`config.mk`:
```
export PLATFORM = sky130hd
export DESIGN_NAME = row_fetch_ctrl
export DESIGN_NICKNAME = d
export VERILOG_FILES = /design/src/rtl/row_fetch_ctrl_pkg.sv /design/src/rtl/row_fetch_ctrl_cycle_cnt.sv /design/src/rtl/row_fetch_ctrl.sv
export SDC_FILE = /design/constraint.sdc
export NUM_CORES = 1
export LEC_CHECK = 0
export ABC_AREA = 1
export ABC_CLOCK_PERIOD_IN_PS = 2400
export CAP_MARGIN = 5
export CORE_MARGIN = 5
export CORE_UTILIZATION = 63
export DETAILED_ROUTE_END_ITERATION = 10
export DONT_BUFFER_PORTS = 1
export HOLD_SLACK_MARGIN = 0.08
export PLACE_DENSITY = 0.79
export SYNTH_ARGS = -nofsm -noshare
export SYNTH_HDL_FRONTEND = slang
export SYNTH_SLANG_ARGS = --single-unit
```
`constraint.sdc`:
```
create_clock -name i_sclk -period 2.4 [get_ports i_sclk]
set_clock_uncertainty 0.1 [all_clocks]
set_input_delay 0.48 -clock i_sclk [delete_from_list [all_inputs] [get_ports i_sclk]]
set_output_delay 0.48 -clock i_sclk [all_outputs]
set_load 0.01 [all_outputs]
```
`src/rtl/row_fetch_ctrl_pkg.sv`:
```
// Shared types and constants for the row fetch controller.
// A row is PADL + SIZE pixels + PADR, each pixel lasting CHANNEL cycles.
package row_fetch_ctrl_pkg;

    typedef enum logic [2:0] {
        ST_IDLE = 3'd0,
        ST_WAIT = 3'd1,
        ST_PADL = 3'd2,
        ST_DATA = 3'd3,
        ST_PADR = 3'd4
    } fsm_t;

    localparam int DEF_SIZE    = 56;
    localparam int DEF_CHANNEL = 64;
    localparam int DEF_PADWAIT = 21;
    localparam int ROW_CYC     = (DEF_SIZE + 2) * DEF_CHANNEL;

    function automatic int row_cyc(input int size, input int channel);
        return (size + 2) * channel;
    endfunction

endpackage

```
`src/rtl/row_fetch_ctrl_cycle_cnt.sv`:
```
// Up-counter with synchronous clear and terminal-count flag; wraps to zero
// on the enabled terminal cycle so the next phase always starts from zero.
module row_fetch_ctrl_cycle_cnt #(
    parameter int W = 8
) (
    input  logic         i_sclk,
    input  logic         i_rst_n,
    input  logic         i_load,
    input  logic         i_en,
    input  logic [W-1:0] i_last,
    output logic         o_tc
);

    logic [W-1:0] r_cnt;

    assign o_tc = i_en && (r_cnt == i_last);

    always_ff @(posedge i_sclk) begin
        if (!i_rst_n || i_load) begin
            r_cnt <= '0;
        end else if (i_en) begin
            r_cnt <= o_tc ? '0 : r_cnt + 1'b1;
        end
    end

endmodule

```
`src/rtl/row_fetch_ctrl.sv`:
```
// Row fetch controller: turns per-row triggers into zero-padded row timing and
// FIFO read requests, adding automatic top/bottom pad rows around each frame.
module row_fetch_ctrl
    import row_fetch_ctrl_pkg::*;
#(
    parameter int SIZE    = DEF_SIZE,
    parameter int CHANNEL = DEF_CHANNEL,
    parameter int PADWAIT = DEF_PADWAIT
) (
    input  logic       i_sclk,
    input  logic       i_rst_n,
    input  logic       i_vsync,
    input  logic       i_hsync,
    input  logic       i_fifo_empty,
    output logic       o_rdreq,
    output logic       o_vsync,
    output logic       o_hsync,
    output logic       o_reuse,
    output logic       o_valid,
    output logic [7:0] o_row,
    output logic       o_done,
    output logic       o_err
);

    localparam int DATA_CYC = SIZE * CHANNEL;
    localparam int CW       = (DATA_CYC > 1) ? $clog2(DATA_CYC) : 1;
    localparam logic [7:0] LAST_ROW  = 8'(SIZE + 1);
    localparam logic [7:0] BOT_DATA  = 8'(SIZE);
    localparam logic [7:0] REUSE_MAX = 8'(SIZE - 2);

    if ((SIZE < 2) || (SIZE + 1 > 255) || (CHANNEL < 1) ||
        (PADWAIT < 1) || (PADWAIT > DATA_CYC)) begin : g_param_chk
        $error("row_fetch_ctrl: unsupported SIZE/CHANNEL/PADWAIT");
    end

    fsm_t          r_state, w_state_nxt;
    logic [7:0]    r_row, w_row_nxt;
    logic          r_pend, w_pend_nxt;
    logic          r_err, w_err_nxt;
    logic          r_done, w_done_nxt;
    logic          r_vsync, r_valid, r_hsync, r_reuse;
    logic          w_pad_row, w_rd, w_en, w_tc, w_hs_nxt;
    logic [CW-1:0] w_last;

    assign w_pad_row = (r_row == 8'd0) || (r_row == LAST_ROW);
    // Read only while the FIFO has data; pad rows never touch the FIFO.
    assign w_rd      = (r_state == ST_DATA) && !w_pad_row && !i_fifo_empty;

    always_comb begin
        w_en   = 1'b1;
        w_last = CW'(CHANNEL - 1);
        case (r_state)
            ST_IDLE: begin
                w_en   = 1'b0;
                w_last = '0;
            end
            ST_WAIT: w_last = CW'(PADWAIT - 1);
            ST_DATA: begin
                w_last = CW'(DATA_CYC - 1);
                w_en   = w_pad_row || !i_fifo_empty;
            end
            default: ;
        endcase
    end

    row_fetch_ctrl_cycle_cnt #(.W(CW)) u_cnt (
        .i_sclk  (i_sclk),
        .i_rst_n (i_rst_n),
        .i_load  (i_vsync),
        .i_en    (w_en),
        .i_last  (w_last),
        .o_tc    (w_tc)
    );

    always_comb begin
        w_state_nxt = r_state;
        w_row_nxt   = r_row;
        w_pend_nxt  = r_pend;
        w_err_nxt   = r_err;
        w_done_nxt  = 1'b0;
        if ((r_state != ST_IDLE) && i_hsync) begin
            if (r_pend) w_err_nxt  = 1'b1;
            else        w_pend_nxt = 1'b1;
        end
        case (r_state)
            ST_IDLE: if (i_hsync || r_pend) begin
                w_state_nxt = ST_WAIT;
                // A fresh trigger arriving while the pending one is consumed takes its slot.
                w_pend_nxt  = r_pend && i_hsync;
            end
            ST_WAIT: if (w_tc) w_state_nxt = ST_PADL;
            ST_PADL: if (w_tc) w_state_nxt = ST_DATA;
            ST_DATA: if (w_tc) w_state_nxt = ST_PADR;
            ST_PADR: if (w_tc) begin
                if (r_row == LAST_ROW) begin
                    w_row_nxt   = 8'd0;
                    w_state_nxt = ST_IDLE;
                    w_done_nxt  = 1'b1;
                end else begin
                    w_row_nxt   = r_row + 8'd1;
                    w_state_nxt = ((r_row == 8'd0) || (r_row == BOT_DATA)) ? ST_WAIT : ST_IDLE;
                end
            end
            default: w_state_nxt = ST_IDLE;
        endcase
        if (i_vsync) begin
            w_state_nxt = ST_IDLE;
            w_row_nxt   = 8'd0;
            w_pend_nxt  = 1'b0;
            w_err_nxt   = 1'b0;
            w_done_nxt  = 1'b0;
        end
    end

    assign w_hs_nxt = (w_state_nxt == ST_PADL) || (w_state_nxt == ST_DATA) ||
                      (w_state_nxt == ST_PADR);

    always_ff @(posedge i_sclk) begin
        if (!i_rst_n) begin
            r_state <= ST_IDLE;
            r_row   <= 8'd0;
            r_pend  <= 1'b0;
            r_err   <= 1'b0;
            r_done  <= 1'b0;
            r_vsync <= 1'b0;
            r_valid <= 1'b0;
            r_hsync <= 1'b0;
            r_reuse <= 1'b0;
        end else begin
            r_state <= w_state_nxt;
            r_row   <= w_row_nxt;
            r_pend  <= w_pend_nxt;
            r_err   <= w_err_nxt;
            r_done  <= w_done_nxt;
            r_vsync <= i_vsync;
            r_valid <= w_rd;
            r_hsync <= w_hs_nxt;
            r_reuse <= w_hs_nxt && (w_row_nxt >= 8'd1) && (w_row_nxt <= REUSE_MAX);
        end
    end

    assign o_rdreq = w_rd;
    assign o_vsync = r_vsync;
    assign o_hsync = r_hsync;
    assign o_reuse = r_reuse;
    assign o_valid = r_valid;
    assign o_row   = r_row;
    assign o_done  = r_done;
    assign o_err   = r_err;

endmodule

```
==> results.toml, run 1 <==
[cells_and_area]
finalNetCount = 304
synthToLayoutAreaGrowth_pct = 7.984
fin_util_pct = 72.39
largest_reg_flops = 12
fin_area_um2 = 2031
regMostFlops = "u_cnt.r_cnt"
final_cell_mix = "69 x nand2_1, 33 x inv_1, 32 x nor2_1, 27 x dfxtp_1"
diodes = 0
final_common_cell = "nand2_1"
final_cells = 327
drive_gt1_share_pct = 19.93

[logic_synthesis]
ys_seq_elements = 30
ys_top_cells_by_area = "dfxtp_1 32%, nand2_1 14%, nor2_1 6.8%"
synth_cell_type_count = 34
synth_area_um2 = 1881
syn_avg_cell_area_um2 = 6.622
yosysTopAreaCell = "dfxtp_1"
ys_warn_count = 0
syn-num-nets = 293
syn_inst = 284
synthDominantCellAreaShare_pct = 31.94
yosysSeqAreaShare_pct = 31.94

[sta]
tightest_slew_ns = 0.3115
rsz0062_at_grt = "false"
finalHoldViolCount = 0
drv_slew = 0
setup_viol = 0
slew_headroom_pct = 78.97
tns_ns = 0
fin_crit_ns = 2.244
finalCritPeriodShare_pct = 93.49
timing.fmax_ghz = 0.4457

[die]
core_area_um2 = 2805
initial_core_util_pct = 67.04
pin_count = 20
die_x_um = 64.64
die_area_um2 = 4178
fp-row-count = 19
die_h_um = 64.64

[critical_path]
worstSetupPathDepth = 9
path_max_fanout = 7
cp_cell_sequence = "inv_1 > ha_1 > inv_1 > nor2_2 > nand2_2 > nand2_1 > nor2_1 > inv_1 > nor2_2"
worstSetupPathType = "register to primary output"
critPathTopFamily = "simple AND/OR/NAND/NOR gates"
worstSetupEndpointType = "primary output"
crit_top_cell = "inv_1"
crit_slowest_cell = "dfxtp_1"
worstPathRequired_ns = 1.82
crit_path_start_kind = "register"
critPathBufInv = 3
crit_arrival_ns = 1.66
critPathMaxStageDelay_ns = 0.35
reg2reg_depth = 14

[global_routing]
grtUsageTotal_pct = 21.52
grt_max_degree = 13
first_global_vias = 1626
grt_pass1_wl_um = 7017
antenna_found_initial = 0
grt-ovfl-total = 0

[routing]
postRouteAntennaNets = 0
vias_per_cell = 5.404
vias = 1767
first_iter_violations = 142
drt_wl_total_um = 4077
wl_per_cell_um = 12.47
drt-pass1-iter-count = 5
drc = 0

[power_and_ir_drop]
power.density_nw_per_um2 = 474.3
p_leak_uw = 0.0009054
peakVddDrop_v = 0.0003624

[clocking]
cts_buffers = 5
clk_latency_ns = 0.34
clkTransAtPathRegs_ns = 0.09
clock_sinks = 30
ctsRootBufferMaster = "clkbuf_4"
postCtsSetupBuffers = 0
htreeDepth = 2
cts_tree = "built"
clock_path_buffers = 2

[run]
cap_violations = 0

[placed_design]
placedInstanceArea_um2 = 1953
dpl.hpwl_um = 3195
dp_cells = 319
io_buffers = 0
routabilityCongestion = 0.9165

[min_path]
min_path_cells = 1
min_path_type = "primary input to register"

[status]
status = "complete, no violations"
==> cells in the mapped netlist <==
| library cell | n |
|---|---|
| nand2_1 | 69 |
| nor2_1 | 34 |
| inv_1 | 33 |
| dfxtp_1 | 30 |
| a21oi_1 | 18 |
| nand3_1 | 18 |
| nand2_2 | 10 |
| o21ai_0 | 10 |
| inv_2 | 7 |
| nand4_1 | 7 |
| nor2_2 | 6 |
| nor3_1 | 5 |
| ha_1 | 4 |
| nand3_2 | 4 |
| xor2_1 | 4 |
| a211oi_1 | 2 |
| clkbuf_1 | 2 |
| nor2_4 | 2 |
| nor2_8 | 2 |
| nor3_2 | 2 |
| or2_2 | 2 |
| a21oi_2 | 1 |
| a22oi_1 | 1 |
| and3_1 | 1 |
| buf_6 | 1 |
| clkinv_1 | 1 |
| clkinv_4 | 1 |
| nand2_4 | 1 |
| nor3b_1 | 1 |
| nor4_1 | 1 |
| o211ai_1 | 1 |
| o21ai_1 | 1 |
| o21ai_2 | 1 |
| o311ai_0 | 1 |
==> final timing paths <==
path	slack (ns)	endpoint	start
worst max-delay path	0.16	o_rdreq	o_row[1]
worst min-delay path	0.11	o_valid	i_fifo_empty
worst max register to register	0.21	o_reuse	o_row[7]
worst min register to register	0.37	u_cnt.r_cnt[7]	u_cnt.r_cnt[7]
==> metrics by stage <==
step                hold WS, ns  power [uW]  setup slack [ns]
detailed placement       0.3549       650.1            0.1289
global route            0.08726        1028           0.01236
finish                   0.1150       963.1            0.1563
global placement         0.3492       648.1            0.1301
CTS                     0.09339       980.2           0.03723
floorplan                0.3348       630.7            0.4027
==> where the power goes <==
part	switching (uW)	internal (uW)	total, uW	leakage, uW
registers	8.14	504	512	0.000244
clock network	182	141	323	0.0000343
logic	84.6	43.4	128	0.000627
==> logic make-up after synthesis <==
group	synth area share [%]
compound gates	10.71
xor+xnor	1.863
fa+ha+maj	2.661
buf+inv	9.648
flops	31.94
simple gates	43.18
==> area by class of cell <==
class                   count  area (um^2)
well taps                  31        38.79
clock buffers               6        51.30
inverters                  42        162.7
multi-input cells         209         1109
repair buffers              7        52.55
flip-flops and latches     30        604.3
fillers                   235        774.5
clock inverters             2        12.51
==> worst register-to-register path: stages (launching register included) <==
cell and delay [ns]:
dfxtp_1 0.35, inv_1 0.14, nand2_1 0.11, nor2_2 0.16, nand2_2 0.15, nand3_2 0.10
nand2_1 0.08, nand2_4 0.14, nand2_4 0.11, o21ai_0 0.18, nand2_1 0.07, nand2_1 0.10
nand4_1 0.11, nor2_1 0.13, nor2_2 0.05
==> per-layer routing <==
layer | GRT usage, % | wire length [um] | vias to the layer above
met3 | 7.427 | 213 | 8
met4 | 8.971 | 65 | 0
met1 | 23.89 | 1762 | 778
li1 | - | - | 936
met5 | 0 | 0 | -
met2 | 37.50 | 2036 | 45
==> what timing repair did <==
item / in CTS / in global routing
resized for setup: 0 / 6
endpoints found under the setup margin: 0 / 6
hold buffers: 0 / 0
Power figures use the tool's default switching activity.
==> run 2, diff against run 1 <==
CORE_UTILIZATION = 30   (was 63)
PLACE_DENSITY = not set   (was 0.79)
==> run 2 against run 1 <==
Final cell count increased by 13%. Global-route usage down 8.5 points. Setup slack better by 0.067 ns. Critical endpoint is now o_reuse. Largest cell class unchanged. Largest power group unchanged.
==> results.toml, run 2 (synthesis gave the netlist of run 1 again) <==
[critical_path]
critPathMaxStageDelay_ns = 0.45
worstPathRequired_ns = 2.48
rrSetupSlack_ns = 0.22
crit_slowest_cell = "dfxtp_1"
critPathBufInv = 1
cp_cell_sequence = "nor2_2 > nand2_2 > inv_1 > o21ai_0 > nand2_2 > nor2_8 > nand2_4 > o21ai_0 > nand2_1 > nand2_1 > nand4_1 > nor2_1 > nor2_2"
worstSetupPathType = "register to register"
crit_arrival_ns = 2.25
path_max_fanout = 10
crit_path_start_kind = "register"
critPathTopFamily = "simple AND/OR/NAND/NOR gates"
worstSetupEndpointType = "register"

[cells_and_area]
final_cell_mix = "69 x nand2_1, 34 x nor2_1, 33 x inv_1, 26 x dfxtp_1"
finalNetCount = 305
regMostFlops = "u_cnt.r_cnt"
largest_reg_flops = 12
diodes = 0
drive_gt1_share_pct = 19.59
final_common_cell = "nand2_1"
n_fill_cell = 630
synthToLayoutAreaGrowth_pct = 11.64

[die]
die_h_um = 89.18
initial_core_util_pct = 31.39
fp-row-count = 28
core_area_um2 = 5991
die_area_um2 = 7952
die_x_um = 89.18
pin_count = 20

[sta]
setup_viol = 0
tightest_slew_ns = 0.2747
slew_headroom_pct = 81.54
timing.fmax_ghz = 0.4593
finalHoldViolCount = 0
whs_ns = 0.1893
drv_slew = 0
finalCritPeriodShare_pct = 90.72
rsz0062_at_grt = "false"
tns_ns = 0
fin_crit_ns = 2.177

[clocking]
postCtsHoldBufs = 0
postCtsSetupBuffers = 0
clock_sinks = 30
clk_latency_ns = 0.28
ctsRootBufferMaster = "clkbuf_8"
clock_path_buffers = 2
cts_buffers = 5
cts_tree = "built"
htreeDepth = 2
clkTransAtPathRegs_ns = 0.06

[power_and_ir_drop]
peakVddDrop_v = 0.0002797
p_leak_uw = 0.0009200
power.density_nw_per_um2 = 489.5

[global_routing]
grt_pass1_wl_um = 8038
grt-ovfl-total = 0
first_global_vias = 1750
antenna_found_initial = 0
grtUsageTotal_pct = 13.02
grt_max_degree = 13

[placed_design]
io_buffers = 0
routabilityCongestion = 0.8421
dpl.hpwl_um = 3492

[routing]
drc = 0
postRouteAntennaNets = 0
drt_wl_total_um = 4520
vias = 1800
first_iter_violations = 63
wl_per_cell_um = 12.18
vias_per_cell = 4.852
drt-pass1-iter-count = 4

[min_path]
min_path_type = "primary input to register"

[run]
cap_violations = 0

[status]
status = "complete, no violations"
run 2: path summary, 6_finish.rpt:
kind	startpoint	end	cells past startpoint
setup reg to reg	r_state[1]	o_reuse	13
hold / removal	i_fifo_empty	o_valid	1
setup / recovery	r_state[1]	o_reuse	13
hold reg to reg	u_cnt.r_cnt[7]	u_cnt.r_cnt[7]	2
run 2: timing repair:
action                                  CTS  global route
endpoints found under the setup margin    0             2
gates resized for setup                   0             4
endpoints found under the hold margin     0             0
run 2: worst register-to-register path: stages, from the launching register on:
cell	delay [ns]
dfxtp_1	0.45
nor2_2	0.09
nand2_2	0.14
inv_1	0.08
o21ai_0	0.11
nand2_2	0.13
nor2_8	0.16
nand2_4	0.13
o21ai_0	0.17
nand2_1	0.06
nand2_1	0.10
nand4_1	0.15
nor2_1	0.17
nor2_2	0.06
run 2: cell type report:
cell class | count | area, um^2 | share of cell area, %
multi-input combinational | 209 | 1099 | 52.32
sequential | 30 | 605.6 | 28.84
inverter | 42 | 162.7 | 7.747
tap | 75 | 93.84 | 4.470
clock buffer | 5 | 68.82 | 3.278
timing repair buffer | 8 | 60.06 | 2.861
clock inverter | 2 | 10.01 | 0.4768
run 2: per-layer routing:
metal	track usage [%]	wire length [um]	part of all wire (%)	vias up
li1	-	-	-	926
met1	15.40	2026	45	829
met2	21.10	2094	46	34
met3	4.055	266	5.9	11
met4	6.766	133	2.9	0
met5	0	0	0	-
run 2: report_power, final:
group / internal (uW) / switching, uW / total, uW
logic: 44.6 / 87.3 / 132
clock network: 194 / 189 / 383
registers: 505 / 8.45 / 513
run 2: metrics by stage:
step           util, %  setup slack, ns  instance area (um^2)  total power, uW  std cells
3_5_place_dp     33.65           0.2264                  2016            656.7        364
5_1_grt          35.05         0.001146                  2100             1082        371
2_1_floorplan        -           0.4027                  1881            630.7        284
6_report         35.05           0.2228                  2100             1028        371
4_1_cts          34.96           0.1778                  2095             1042        371
3_3_place_gp     33.65           0.2226                  2016            655.8        364
==> RTL change 1 (flow settings as in run 2) <==
The package constant `DEF_SIZE` goes from 56 to 84.
--- a/src/rtl/row_fetch_ctrl_pkg.sv
+++ b/src/rtl/row_fetch_ctrl_pkg.sv
@@ -12,3 +12,3 @@
 
-    localparam int DEF_SIZE    = 56;
+    localparam int DEF_SIZE    = 84;
     localparam int DEF_CHANNEL = 64;
Check against the original RTL: no difference found for any inputs over 10 cycles, from zero or initial values and one cycle with i_rst_n low; that may be too few to reach the edited logic, so the function may still have changed.
==> RTL change 1 against run 2 <==
- count of clock-buffer cells in the layout is 2 higher
- via count is 8.4% higher
- cell count rose by 7.8%
- cell area grew 7.4%
- setup slack got worse by 0.038 ns
- synthesized area grew 5.6%
- critical endpoint is now o_rdreq
- non-clock buffer count grew 3
- critical path type is now register to output pin
- sequential cell count up 1
- wire length increased by 11%
Power is not compared: it rests on default switching activity, and its combinational part moved more than twofold at a synthesized area within 25%.
==> RTL change 1: results (changes against run 2) <==
largest net degree at the start of global routing = 15 (+2)
cell leakage power = 1.06 nW
Synth async-reset ratio = 0% (unchanged)
Largest Register = u_cnt.r_cnt
clock-pin slew on the worst setup and hold paths = 0.07 ns
Die W = 91.4 um (+2.4%)
Hold WC Path Type = input pin to register
Longest Clk Path Bufs = 2 (unchanged)
Critical Path Max Stage Delay = 0.33 ns (-0.12 ns)
Worst VDD drop = 0.215 mV
Crit path max-delay family = simple AND/OR/NAND/NOR gates
complex-gate fraction of the synthesized area = 11.1% (+0.38 points)
sequential area share after synthesis = 31.3% (-0.68 points)
Slowest cell on crit path = dfxtp_1
number of nets in the layout = 331 (+8.5%)
max reg flops = 13 (+1)
switching pwr = 0.237 mW
Iteration-0 DRC Markers = 118 (+87%)
first-pass GRT wire length = 8420 um (+4.7%)
Final GP Congestion = 0.922 (+9.5%)
via count = 1,952 (+8.4%)
xor/xnor share of the synthesized area = 1.76% (-0.099 points)
mux contribution to synthesized area = 0% (unchanged)
total negative setup slack = 0 ns (unchanged)
Num CTS Buffers = 5 (unchanged)
gr usage total = 12.1% (-0.90 points)
Final HPWL DP = 3980 um (+14%)
Crit path arrival time = 1.64 ns (-0.61 ns)
Worst-Skew Late Latency = 0.28 ns (about the same)
share of layout cells above drive strength 1 = 15.5% (-4.1 points)
Fillers = 694 (+10%)
initial antenna violation count = 0 (unchanged)
vias in the first global route = 1,826 (+4.3%)
synth unique cells = 33 (-2.9%)
Initial DRT Pass Iterations = 4 (unchanged)
PortBufs = 0 (unchanged)
Syn. warnings = 0 (unchanged)
CTS root buf = clkbuf_8
Synth top cells by count = nand2_1 (82), inv_1 (41), nor2_1 (35)
Post-DP Area = 2120 um^2 (+5.2%)
synth top area cells = dfxtp_1 (31%), nand2_1 (16%), inv_1 (7.8%)
H-tree depth = 2 (unchanged)
Diodes inserted = 0 (unchanged)
slew margin rel. = 72.5% (-9.0 points)
Syn Nets = 318 (+8.5%)
status = finished, final reports clean
critical-path maximum fanout = 6 (-4)
wire per inst = 12.5 um (+2.6%)
Post-Synth Adder-Cell Area = 2.52% (-0.14 points)
## RTL change 1: kinds of logic (layout without fill, tap and decap cells)
family / count (synthesis) / after routing
xor gates and xnor gates: 4 / 4
and+or+nand+nor: 180 / 180
AOI/OAI and AO/OA: 39 / 39
adders and majority gates: 4 / 4
DFF: 31 / 31
buffers and inverters: 51 / 65
## RTL change 1: metal layers
metal	vias up	wire length, um	track usage [%]	part of all wire [%]
li1	1021	-	-	-
met1	887	2350	15.3	47
met2	38	2370	20.1	47
met3	6	223	3.47	4.5
met4	0	51	3.42	1.0
met5	-	0	0	0
## RTL change 1: power by group through the flow
| stage | combinational, mW | sequential [mW] | clock (mW) |
|---|---|---|---|
| after floorplan | 0.0403 | 0.531 | 0 |
| after global placement | 0.0468 | 0.532 | 0 |
| after detailed placement | 0.0474 | 0.532 | 0 |
| after CTS | 0.0475 | 0.520 | 0.474 |
| after global routing | 0.0562 | 0.520 | 0.494 |
| final | 0.0501 | 0.520 | 0.460 |
## RTL change 1: area by class of cell
class                           instances  area (um^2)  share of cell area (%)
Inverter                               46          173                    7.65
Timing Repair Buffer                   11         82.6                    3.66
Tap cell                               77         96.3                    4.27
Clock buffer                            7         96.3                    4.27
Multi-Input combinational cell        227         1180                    52.2
Clock inverter                          1         7.51                   0.333
Sequential cell                        31          622                    27.6
## RTL change 1: final timing paths
check	cells past startpoint	to	slack, ns	start
setup / recovery	8	o_rdreq	0.18	o_row[1]$_SDFF_PN0_
hold / removal	1	o_valid$_SDFF_PN0_	0.19	i_fifo_empty
setup reg to reg	11	u_cnt.r_cnt[9]$_SDFFE_PP0P_	0.22	o_row[1]$_SDFF_PN0_
hold reg to reg	1	u_cnt.r_cnt[8]$_SDFFE_PP0P_	0.42	u_cnt.r_cnt[8]$_SDFFE_PP0P_
## RTL change 1: through the flow
step	setup slack, ns	cells	hold slack (ns)	power [mW]
5_1_grt	0.0130	400	0.183	1.07
6_report	0.184	400	0.190	1.03
3_5_place_dp	0.208	389	0.405	0.579
3_3_place_gp	0.193	389	0.413	0.579
2_1_floorplan	0.428	309	0.368	0.572
4_1_cts	0.0688	397	0.180	1.04
## RTL change 1: what timing repair did
item                                    CTS  global route
resized for setup                         0             3
endpoints found under the setup margin    0             6
setup buffers                             0             3
==> RTL change 2 (config.mk and constraints of run 2) <==
Made on the original files. The 5 states of `fsm_t` get a one-hot encoding in 5 bits.
--- a/src/rtl/row_fetch_ctrl_pkg.sv
+++ b/src/rtl/row_fetch_ctrl_pkg.sv
@@ -4,8 +4,8 @@
 
-    typedef enum logic [2:0] {
-        ST_IDLE = 3'd0,
-        ST_WAIT = 3'd1,
-        ST_PADL = 3'd2,
-        ST_DATA = 3'd3,
-        ST_PADR = 3'd4
+    typedef enum logic [4:0] {
+        ST_IDLE = 5'b00001,
+        ST_WAIT = 5'b00010,
+        ST_PADL = 5'b00100,
+        ST_DATA = 5'b01000,
+        ST_PADR = 5'b10000
     } fsm_t;
Check against the original RTL: no difference found for any inputs over 10 cycles, from zero or initial values and one cycle with i_rst_n low; not proved beyond that.
==> RTL change 2 against run 2 <==
- critical path depth grew 4
- largest cell class unchanged
- combinational power shrank 20%
- power grew 14%
- setup slack lost 0.079 ns
- synthesized area grew 11%
- sequential power grew 5.5%
- sequential cell count grew 2
- wire length grew 26%
- cell area grew 17%
==> RTL change 2: results (changes against run 2) <==
status = finished, final reports clean
Crit path arrival time = 2.35 ns (+0.10 ns)
synth top area cells = dfxtp_1 (31%), nand2_1 (13%), nor2_1 (7.4%)
Seq area share = 26.2% (-2.6 points)
Post-DP Area = 2230 um^2 (+11%)
gr usage total = 13.1% (+0.039 points)
Synth top cells by count = nand2_1 (74), nor2_1 (41), inv_1 (39)
final non-filler cell total = 417 (+12%)
vias in the first global route = 1,925 (+10%)
sequential area share after synthesis = 30.8% (-1.1 points)
tap cells = 80 (+6.7%)
Final GP Congestion = 0.918 (+9.0%)
xor/xnor share of the synthesized area = 0.842% (-1.0 points)
Combinational Power = 0.105 mW (-20%)
critical-path maximum fanout = 6 (-4)
Setup WS post-layout = 0.143 ns (-0.0794 ns)
Final HPWL DP = 4140 um (+18%)
clock sink count = 32 (+6.7%)
WL met2 = 2570 um (+23%)
R2R cell count = 17 (+4)
Multi-In Gates = 234 (+12%)
Initial DRT Pass Iterations = 5 (+1)
share of layout cells above drive strength 1 = 22.3% (+2.7 points)
first-pass GRT wire length = 9010 um (+12%)
number of nets in the layout = 345 (+13%)
Inverters = 44 (+4.8%)
complex-gate fraction of the synthesized area = 12.3% (+1.6 points)
synth unique cells = 36 (+5.9%)
met1 usage = 16.7% (+1.3 points)
via count = 2,157 (+20%)
Fillers = 717 (+14%)
largest net degree at the start of global routing = 15 (+2)
Iteration-0 DRC Markers = 198 (+210%)
clock-pin slew on the worst setup and hold paths = 0.08 ns (+0.02 ns)
==> RTL change 2: cell types whose count changed in the layout (fill, tap and decap cells not counted), sizes merged, moves of 3 or more <==
| cell | run 2 | this run |
|---|---|---|
| nor2 | 44 | 51 |
| buf | 8 | 19 |
| nor3 | 7 | 13 |
| inv | 40 | 43 |
| o21ai | 12 | 7 |
| nand4 | 7 | 10 |
| nand3 | 22 | 30 |
| o211ai | 1 | 4 |
| a211oi | 2 | 5 |
==> RTL change 2: critical path: stages (launching register included) <==
cell and delay (ns):
dfxtp_1 0.41, inv_2 0.14, nand2_1 0.06, nor2_1 0.14, nand2_2 0.12, nand4_1 0.15, nand2_2 0.10, nor2_4 0.19
buf_4 0.15, o211ai_1 0.08, nand2_1 0.09, nand2_1 0.06, nand2_2 0.09, nand2_1 0.06, nor2_1 0.09, nand2_1 0.05
nand2_1 0.05, nor2_1 0.04
==> RTL change 2: timing repair <==
item,4_1_cts,5_1_grt
setup buffers,0,8
resized for setup,0,19
endpoints found under the setup margin,0,3
